[config.mk]
export PLATFORM = sky130hd
export DESIGN_NAME = bldc_commutator
export DESIGN_NICKNAME = d
export VERILOG_FILES = /design/src/rtl/bldc_commutator.sv
export SDC_FILE = /design/constraint.sdc
export NUM_CORES = 1
export LEC_CHECK = 0
export CAP_MARGIN = 0
export CORE_MARGIN = 5
export CORE_UTILIZATION = 40
export CTS_CLUSTER_DIAMETER = 200
export CTS_CLUSTER_SIZE = 10
export DETAILED_ROUTE_END_ITERATION = 10
export SYNTH_ARGS = -nofsm -noshare
export SYNTH_HDL_FRONTEND = slang
export SYNTH_SLANG_ARGS = --single-unit
export TNS_END_PERCENT = 20
[constraint.sdc]
create_clock -name clk -period 1.85 [get_ports clk]
set_input_delay 0.185 -clock clk [delete_from_list [all_inputs] [get_ports clk]]
set_output_delay 0.185 -clock clk [all_outputs]
set_load 0.02 [all_outputs]
[src/rtl/bldc_commutator.sv]
// bldc_commutator: six-step BLDC gate driver with Hall filtering, dead-time and fault latch
module bldc_commutator #(
  parameter int FILT_CYCLES = 4,
  parameter int DEAD_CYCLES = 8
) (
  input  logic       clk,
  input  logic       rst_n,
  input  logic       ce_i,
  input  logic       en_i,
  input  logic       dir_i,
  input  logic       pwm_i,
  input  logic [2:0] hall_i,
  output logic [2:0] gate_h_o,
  output logic [2:0] gate_l_o,
  output logic [2:0] sector_o,
  output logic       fault_o
);
  localparam int FW = $clog2(FILT_CYCLES + 1);
  localparam int DW = (DEAD_CYCLES > 1) ? $clog2(DEAD_CYCLES) : 1;
  typedef enum logic [1:0] {IDLE, DEAD, DRIVE, FLT} state_t;
  function automatic logic [2:0] sec_of(input logic [2:0] h);
    return h == 3'b101 ? 3'd1 :
           h == 3'b100 ? 3'd2 :
           h == 3'b110 ? 3'd3 :
           h == 3'b010 ? 3'd4 :
           h == 3'b011 ? 3'd5 :
           h == 3'b001 ? 3'd6 : 3'd0;
  endfunction
  // forward-table {high, low} one-hot phase masks, {C,B,A} bit order
  function automatic logic [5:0] hl_of(input logic [2:0] s);
    return s == 3'd1 ? 6'b001_010 :
           s == 3'd2 ? 6'b001_100 :
           s == 3'd3 ? 6'b010_100 :
           s == 3'd4 ? 6'b010_001 :
           s == 3'd5 ? 6'b100_001 :
           s == 3'd6 ? 6'b100_010 : 6'b000_000;
  endfunction
  logic [2:0]    sync1_q, sync2_q;
  logic [2:0]    cand_q, cand_d;
  logic [FW-1:0] fcnt_q, fcnt_d;
  logic [2:0]    hall_f_q, hall_f_d;
  state_t        state_q;
  logic [DW-1:0] dcnt_q;
  logic [2:0]    lat_hall_q;
  logic          lat_dir_q;
  logic [2:0]    gate_h_q, gate_l_q, sector_q;
  logic          fault_q;
  logic [2:0]    drv_sec, drv_h, drv_l;
  logic [5:0]    drv_hl;
  logic          legal, changed;
  // the entry latched when DEAD was (re)entered is the one DRIVE applies
  assign drv_sec  = sec_of(lat_hall_q);
  assign drv_hl   = hl_of(drv_sec);
  assign drv_h    = lat_dir_q ? drv_hl[5:3] : drv_hl[2:0];
  assign drv_l    = lat_dir_q ? drv_hl[2:0] : drv_hl[5:3];
  assign legal    = sec_of(hall_f_q) != 3'd0;
  assign changed  = (hall_f_q != lat_hall_q) || (dir_i != lat_dir_q);
  assign gate_h_o = gate_h_q;
  assign gate_l_o = gate_l_q;
  assign sector_o = sector_q;
  assign fault_o  = fault_q;
  // filter: a synchronised code must persist FILT_CYCLES CE cycles before it becomes hall_f
  always_comb begin
    cand_d   = cand_q;
    fcnt_d   = fcnt_q;
    hall_f_d = hall_f_q;
    if (ce_i) begin
      if (sync2_q != cand_q) begin
        cand_d = sync2_q;
        fcnt_d = FW'(1);
      end else if (fcnt_q != FW'(FILT_CYCLES)) begin
        fcnt_d = fcnt_q + FW'(1);
      end
      if (fcnt_d == FW'(FILT_CYCLES)) hall_f_d = sync2_q;
    end
  end
  // free-running synchroniser plus CE-gated filter state
  always_ff @(posedge clk or negedge rst_n) begin
    if (!rst_n) begin
      sync1_q  <= '0;
      sync2_q  <= '0;
      cand_q   <= '0;
      fcnt_q   <= '0;
      hall_f_q <= '0;
    end else begin
      sync1_q  <= hall_i;
      sync2_q  <= sync1_q;
      cand_q   <= cand_d;
      fcnt_q   <= fcnt_d;
      hall_f_q <= hall_f_d;
    end
  end
  // commutation FSM with dead-time counter; gate outputs registered from current state and PWM
  always_ff @(posedge clk or negedge rst_n) begin
    if (!rst_n) begin
      state_q    <= IDLE;
      dcnt_q     <= '0;
      lat_hall_q <= '0;
      lat_dir_q  <= 1'b0;
      gate_h_q   <= '0;
      gate_l_q   <= '0;
      sector_q   <= '0;
      fault_q    <= 1'b0;
    end else begin
      if (ce_i) begin
        case (state_q)
          IDLE: if (en_i && legal) begin
            state_q    <= DEAD;
            dcnt_q     <= DW'(DEAD_CYCLES - 1);
            lat_hall_q <= hall_f_q;
            lat_dir_q  <= dir_i;
          end
          DEAD: if (!legal) begin
            state_q <= FLT;
          end else if (!en_i) begin
            state_q <= IDLE;
          end else if (changed) begin
            dcnt_q     <= DW'(DEAD_CYCLES - 1);
            lat_hall_q <= hall_f_q;
            lat_dir_q  <= dir_i;
          end else if (dcnt_q == '0) begin
            state_q <= DRIVE;
          end else begin
            dcnt_q <= dcnt_q - DW'(1);
          end
          DRIVE: if (!legal) begin
            state_q <= FLT;
          end else if (!en_i) begin
            state_q <= IDLE;
          end else if (changed) begin
            state_q    <= DEAD;
            dcnt_q     <= DW'(DEAD_CYCLES - 1);
            lat_hall_q <= hall_f_q;
            lat_dir_q  <= dir_i;
          end
          default: if (!en_i) state_q <= IDLE;
        endcase
      end
      gate_h_q <= (state_q == DRIVE) ? drv_h & {3{pwm_i}} : 3'b000;
      gate_l_q <= (state_q == DRIVE) ? drv_l : 3'b000;
      sector_q <= (state_q == DRIVE) ? drv_sec : 3'd0;
      fault_q  <= state_q == FLT;
    end
  end
endmodule

# Word level (Yosys, flattened, before mapping)
# Cells that the tools add are included.
[op_classes]
n_mux = 55
add_sub_neg = 2
eq_ne = 40
bitwise = 1
reduce_logical = 13
[ops]
columns = ["operator", "n"]
rows = [
  ["3-bit 2-to-1 mux", 32],
  ["6-bit 2-to-1 mux", 6],
  ["3-bit equality test, second input constant", 10],
  ["3-bit by 2-bit equality test with 1-bit output, second input constant", 6],
  ["2-bit 2-to-1 mux", 9],
  ["2-bit != test, second input constant", 6],
  ["4-bit != test, second input constant", 3],
  ["6-bit AND reduction", 2],
  ["3-bit by 1-bit equality test with 1-bit output, second input constant", 3],
  ["3-bit case mux with 3 select lines", 1],
  ["9-bit AND reduction", 1],
  ["2-bit by 1-bit != test with 1-bit output, second input constant", 3],
  ["3-bit != test", 2],
  ["3-bit != test, second input constant", 2],
  ["2-bit case mux with 3 select lines", 1],
  ["3-bit case mux with 2 select lines", 1],
  ["3-bit nonzero test", 2],
  ["2-bit equality test, second input constant", 2],
  ["1-bit 2-to-1 mux", 4],
  ["4-bit by 1-bit != test with 1-bit output, second input constant", 1],
  ["2-bit AND reduction", 2],
  ["3-bit by 1-bit adder with 3-bit output, second input constant", 1],
  ["3-bit bitwise AND", 1],
  ["3-bit zero test", 1],
  ["other kinds (9)", 9],
]
[word_totals]
input_bits = 9
out_inout_bits = 10
register_bits = 34

# Logic depth before layout (Yosys ltp)
# Gate-level depths: netlist of the first run.
[logic_depth]
word_depth = 17
depth_mapped = 7
depth_no_buf = 7

# Worst setup path after synthesis of the first run
# No wires, ideal clock.
[synth_path]
path_kind = "reg-to-reg"
from = "register hall_f_q[2]"
to = "register state_q[0]"
required_ps = 1723
slack_ps = 40
t_arrival_ps = 1683
path_stages_with_launch = 6
path_cell_list = "dfrtp_1 > xor2_1 > nor4_4 > a211o_2 > o211a_1 > mux2_1"
[synth_via]
elab_chain_cells = 11
elab_cells_between_ends = 24
[synth_rtl]
columns = ["item", "line_no", "text"]
rows = [
  ["start, declared", "41", "logic [2:0] hall_f_q, hall_f_d;"],
  ["start signal, assigned", "90", "hall_f_q <= hall_f_d;"],
  ["3-bit by 1-bit equality test with 1-bit output", "27", "h == 3'b001 ? 3'd6 : 3'd0;"],
  ["3-bit 2-to-1 mux", "27", ""],
  ["3-bit 2-to-1 mux", "26", "h == 3'b011 ? 3'd5 :"],
  ["3-bit 2-to-1 mux", "25", "h == 3'b010 ? 3'd4 :"],
  ["3-bit 2-to-1 mux", "24", "h == 3'b110 ? 3'd3 :"],
  ["3-bit 2-to-1 mux", "23", "h == 3'b100 ? 3'd2 :"],
  ["3-bit 2-to-1 mux", "22", "return h == 3'b101 ? 3'd1 :"],
  ["3-bit nonzero test", "56", "assign legal = sec_of(hall_f_q) != 3'd0;"],
  ["1-bit logical AND", "107", "IDLE: if (en_i && legal) begin"],
  ["2-bit != test (no line)", "n/a", ""],
  ["6-bit AND reduction (no line)", "n/a", ""],
  ["end signal, assigned", "108", "state_q <= DEAD;"],
  ["end signal, assigned", "114", "state_q <= FLT;"],
  ["end signal, assigned", "116", "state_q <= IDLE;"],
  ["end, declared", "42", "state_t state_q;"],
]
# Several ways; a longest one is shown, not always the timed one.
# A chain may end at the register's enable or synchronous reset.

# Final worst setup path of the first run
[layout_path]
from = "register hall_f_q[1]"
to = "register state_q[1]"
# The elaborated chain is that of the path after synthesis.

==> flow_summary_export.csv, run 1 <==
group,metric,value,unit
logic_synthesis,syn_area,1740,um2
global_route,use_met1,15.6,%
route,drt_iter0_markers,35,
floorplan,dieArea,5780,um2
route,dr.pass1.iters,4,
critical_path,arrival,2.03,ns
sta,rsz0062_at_grt,"yes",
logic_synthesis,syn_area_per_cell,11.2,um2
sta,finClkSkew,0.00635,ns
clock_network,cts.sinks,34,
placement,portBuffers,18,
floorplan,die_x,76.0,um
logic_synthesis,synth_flop_cell,"dfrtp_1",
placement,dp_hpwl,2480,um
outcome,status,"finished, violations left",
sta,post-route-period-util,100,%
logic_synthesis,ys_ff_latch,34,
global_route,use_met2,20.2,%
sta,period_needed,1.85,ns
logic_synthesis,synth-edff-count,0,
logic_synthesis,synthTopCellsByArea,"dfrtp_1 (49%), mux2_2 (6.5%), ha_1 (5.7%), a21oi_1 (3.2%), nor2_1 (2.4%)",
clock_network,root_buffer,"clkbuf_8",
sta,drv_slew,0,
sta,finalWorstSetupSlack,-0.00263,ns
sta,finalHoldViolCount,0,
route,via_count,1281,
logic_synthesis,synth.net_count,173,
floorplan,fp-row-count,24,
clock_network,htreeDepth,2,
run,max-cap-violations,0,
critical_path,endpoint_kind,"register",
worst_hold_path,min_path_type,"in2async",
logic_synthesis,syn_inst,156,
global_route,grt_max_degree,35,
route,ant_nets,0,
sta,max_freq,540,MHz
floorplan,die_h,76.0,um
clock_network,post_cts_buffers,0,
critical_path,start_kind,"register",
logic_synthesis,yosys_warnings,0,
critical_path,path_class,"reg2reg",
clock_network,cts_tree,"done",
power,p_leak,1.03,nW
sta,slew-limit-headroom,70.7,%
clock_network,cts_hold_repair.buffers,0,
critical_path,crit_fanout,6,
global_route,grt_pass1_wl,5950,um
placement,dp_slack,-0.251,ns
critical_path,worstPathRequired,2.03,ns
sta,tightest_slew,0.440,ns
clock_network,path_clk_slew,0.07,ns
power,power.density,1170,nW/um2
route,wire_per_inst,13.7,um
layout,final_net_count,211,
outcome,violations,"setup timing",
placement,placed_area,2110,um2
logic_synthesis,synthDistinctLibCells,42,
layout,finalCoreUtilization,53.2,%
floorplan,start_util,40.6,%
layout,fin_area,2290,um2
sta,setup_viol,2,
layout,syn_to_final_growth,31.1,%
logic_synthesis,async_flop_share,100,%
global_route,grt_busiest_layer,"met2",
global_route,grt_usage,12.7,%
route,avgViaCountPerCell,5.19,
logic_synthesis,synth.top_cell.area_share,48.8,%
route,drt_wl_total,3380,um
clock_network,numCtsBuffers,5,
power,vdd_drop_max,0.705,mV
logic_synthesis,synth_area_leader_cell,"dfrtp_1",
floorplan,core_area,4290,um2
layout,final_layout_size_suffix_gt1_share,28.2,%
floorplan,ioPinCount,19,
placement,gp_congestion,0.805,
sta,hold-worst-slack,0.303,ns
clock_network,cts_buffer_depth,2,
global_route,antenna_found_initial,0,
global_route,grt_pass1_vias,1293,
layout,antenna_cells,0,
route,drc_errors,0,
global_route,grtUsageMet3,4.02,%
sta,fin_setup_tns,-0.00480,ns
clock_network,clock_latency,0.29,ns
global_route,overflow,0,
logic_synthesis,yosysSeqAreaShare,48.8,%
-- placed cells by master, fill, tap and decap left out, drive strengths merged, types with 2 or more instances in the layout --
master,instances
inv,9
a21boi,2
nor2,11
nand3b,5
a211oi,2
clkbuf,5
or3b,4
mux2,12
xnor2,4
bufinv,2
xor2,4
buf,18
nand2,9
clkdlybuf4s50,18
nand3,4
nor2b,3
o21ai,2
nand2b,2
dfrtp,34
a21oi,11
ha,8
nor3,2
mux2i,2
a31oi,3
-- state kept, by name, indices dropped and copies added, names as in the netlist --
| register | cells |
|---|---|
| dcnt_q | 3 |
| sync2_q | 3 |
| gate_h_o | 3 |
| sector_o | 3 |
| state_q | 2 |
| hall_f_q | 3 |
| fault_o | 1 |
| cand_q | 3 |
| fcnt_q | 3 |
| lat_hall_q | 3 |
| sync1_q | 3 |
| gate_l_o | 3 |
| lat_dir_q | 1 |
-- through the flow --
step	power (W)	std cells
2_1_floorplan	0.00150	156
3_3_place_gp	0.00176	239
3_5_place_dp	0.00181	239
4_1_cts	0.00268	247
5_1_grt	0.00283	247
6_report	0.00267	247
-- final timing paths --
| check | startpoint | to | slack (ns) | cells after the start |
|---|---|---|---|---|
| worst max-delay path | hall_f_q[1] | state_q[1] | -0.003 | 5 |
| worst min-delay path | rst_n | fcnt_q[1] | 0.30 | 2 |
| worst max register to register | hall_f_q[1] | state_q[1] | -0.003 | 5 |
| worst min register to register | sync1_q[2] | sync2_q[2] | 0.35 | 0 |
| max in group asynchronous | rst_n | hall_f_q[0] | 1.21 | 2 |
| min in group clk | hall_i[1] | sync1_q[1] | 0.33 | 1 |
-- repair_timing --
item,CTS,global route
pin swaps,4,5
setup endpoints to repair,5,9
resized for setup,4,4
-- report_power, final --
part,switching [W],internal (W)
registers,0.0000561,0.000833
logic,0.000506,0.000449
clock network,0.000283,0.000540
-- critical path, stage by stage (launching register included) --
cell and delay, ns:
dfrtp_1 0.42, or3_2 0.55, nand3_4 0.16, a211o_2 0.11, o211a_1 0.20, mux2_4 0.31
-- synthesized netlist by cell type (2+ instances only) --
cell type	count
clkbuf_1	5
nand2_1	8
mux2_1	2
nor3_1	2
xor2_1	4
nor2_1	11
a21oi_1	11
nand3_1	3
a211oi_1	2
or3b_2	4
nor2b_1	3
o21ai_0	2
a31oi_1	3
mux2i_1	2
inv_1	9
dfrtp_1	34
mux2_2	10
ha_1	8
nand2b_1	2
a21boi_0	2
nand3b_1	5
xnor2_1	4
-- cells by family (layout without fill, tap and decap cells) --
| kind of cell | count (synthesis) | in the layout | share of synthesized area [%] |
|---|---|---|---|
| flip-flops | 34 | 34 | 48.8 |
| buffers and inverters | 14 | 53 | 3.01 |
| multiplexers | 14 | 14 | 8.90 |
| AND/OR/NAND/NOR | 47 | 47 | 16.7 |
| adder cells (fa/ha/maj) | 8 | 8 | 5.74 |
| AO/OA/AOI/OAI | 31 | 31 | 12.8 |
| XOR/XNOR | 8 | 8 | 4.02 |
-- metal layers --
| layer | up-vias | part of all wire, % |
|---|---|---|
| li1 | 623 | - |
| met1 | 629 | 44 |
| met2 | 22 | 50 |
| met3 | 7 | 3.6 |
| met4 | 0 | 1.9 |
| met5 | - | 0 |
-- cell type report --
cell class | instances | area [um2]
tap | 52 | 65.1
timing repair buffer | 36 | 315
sequential | 34 | 853
multi-input combinational | 108 | 881
inverter | 9 | 33.8
clock inverter | 3 | 68.8
clock buffer | 5 | 68.8
fill | 375 | 2010
Power figures use the tool's default switching activity.
==> inputs of run 2 (changes only) <==
SLEW_MARGIN = 20   (was default)
==> results of run 2 <==
No change in the layout: final DEF, timing and power equal those of run 1.
==> inputs of run 3 (changes only) <==
CAP_MARGIN = 20   (was 0)
==> results of run 3 <==
No change in the layout: final DEF, timing and power equal those of run 1.
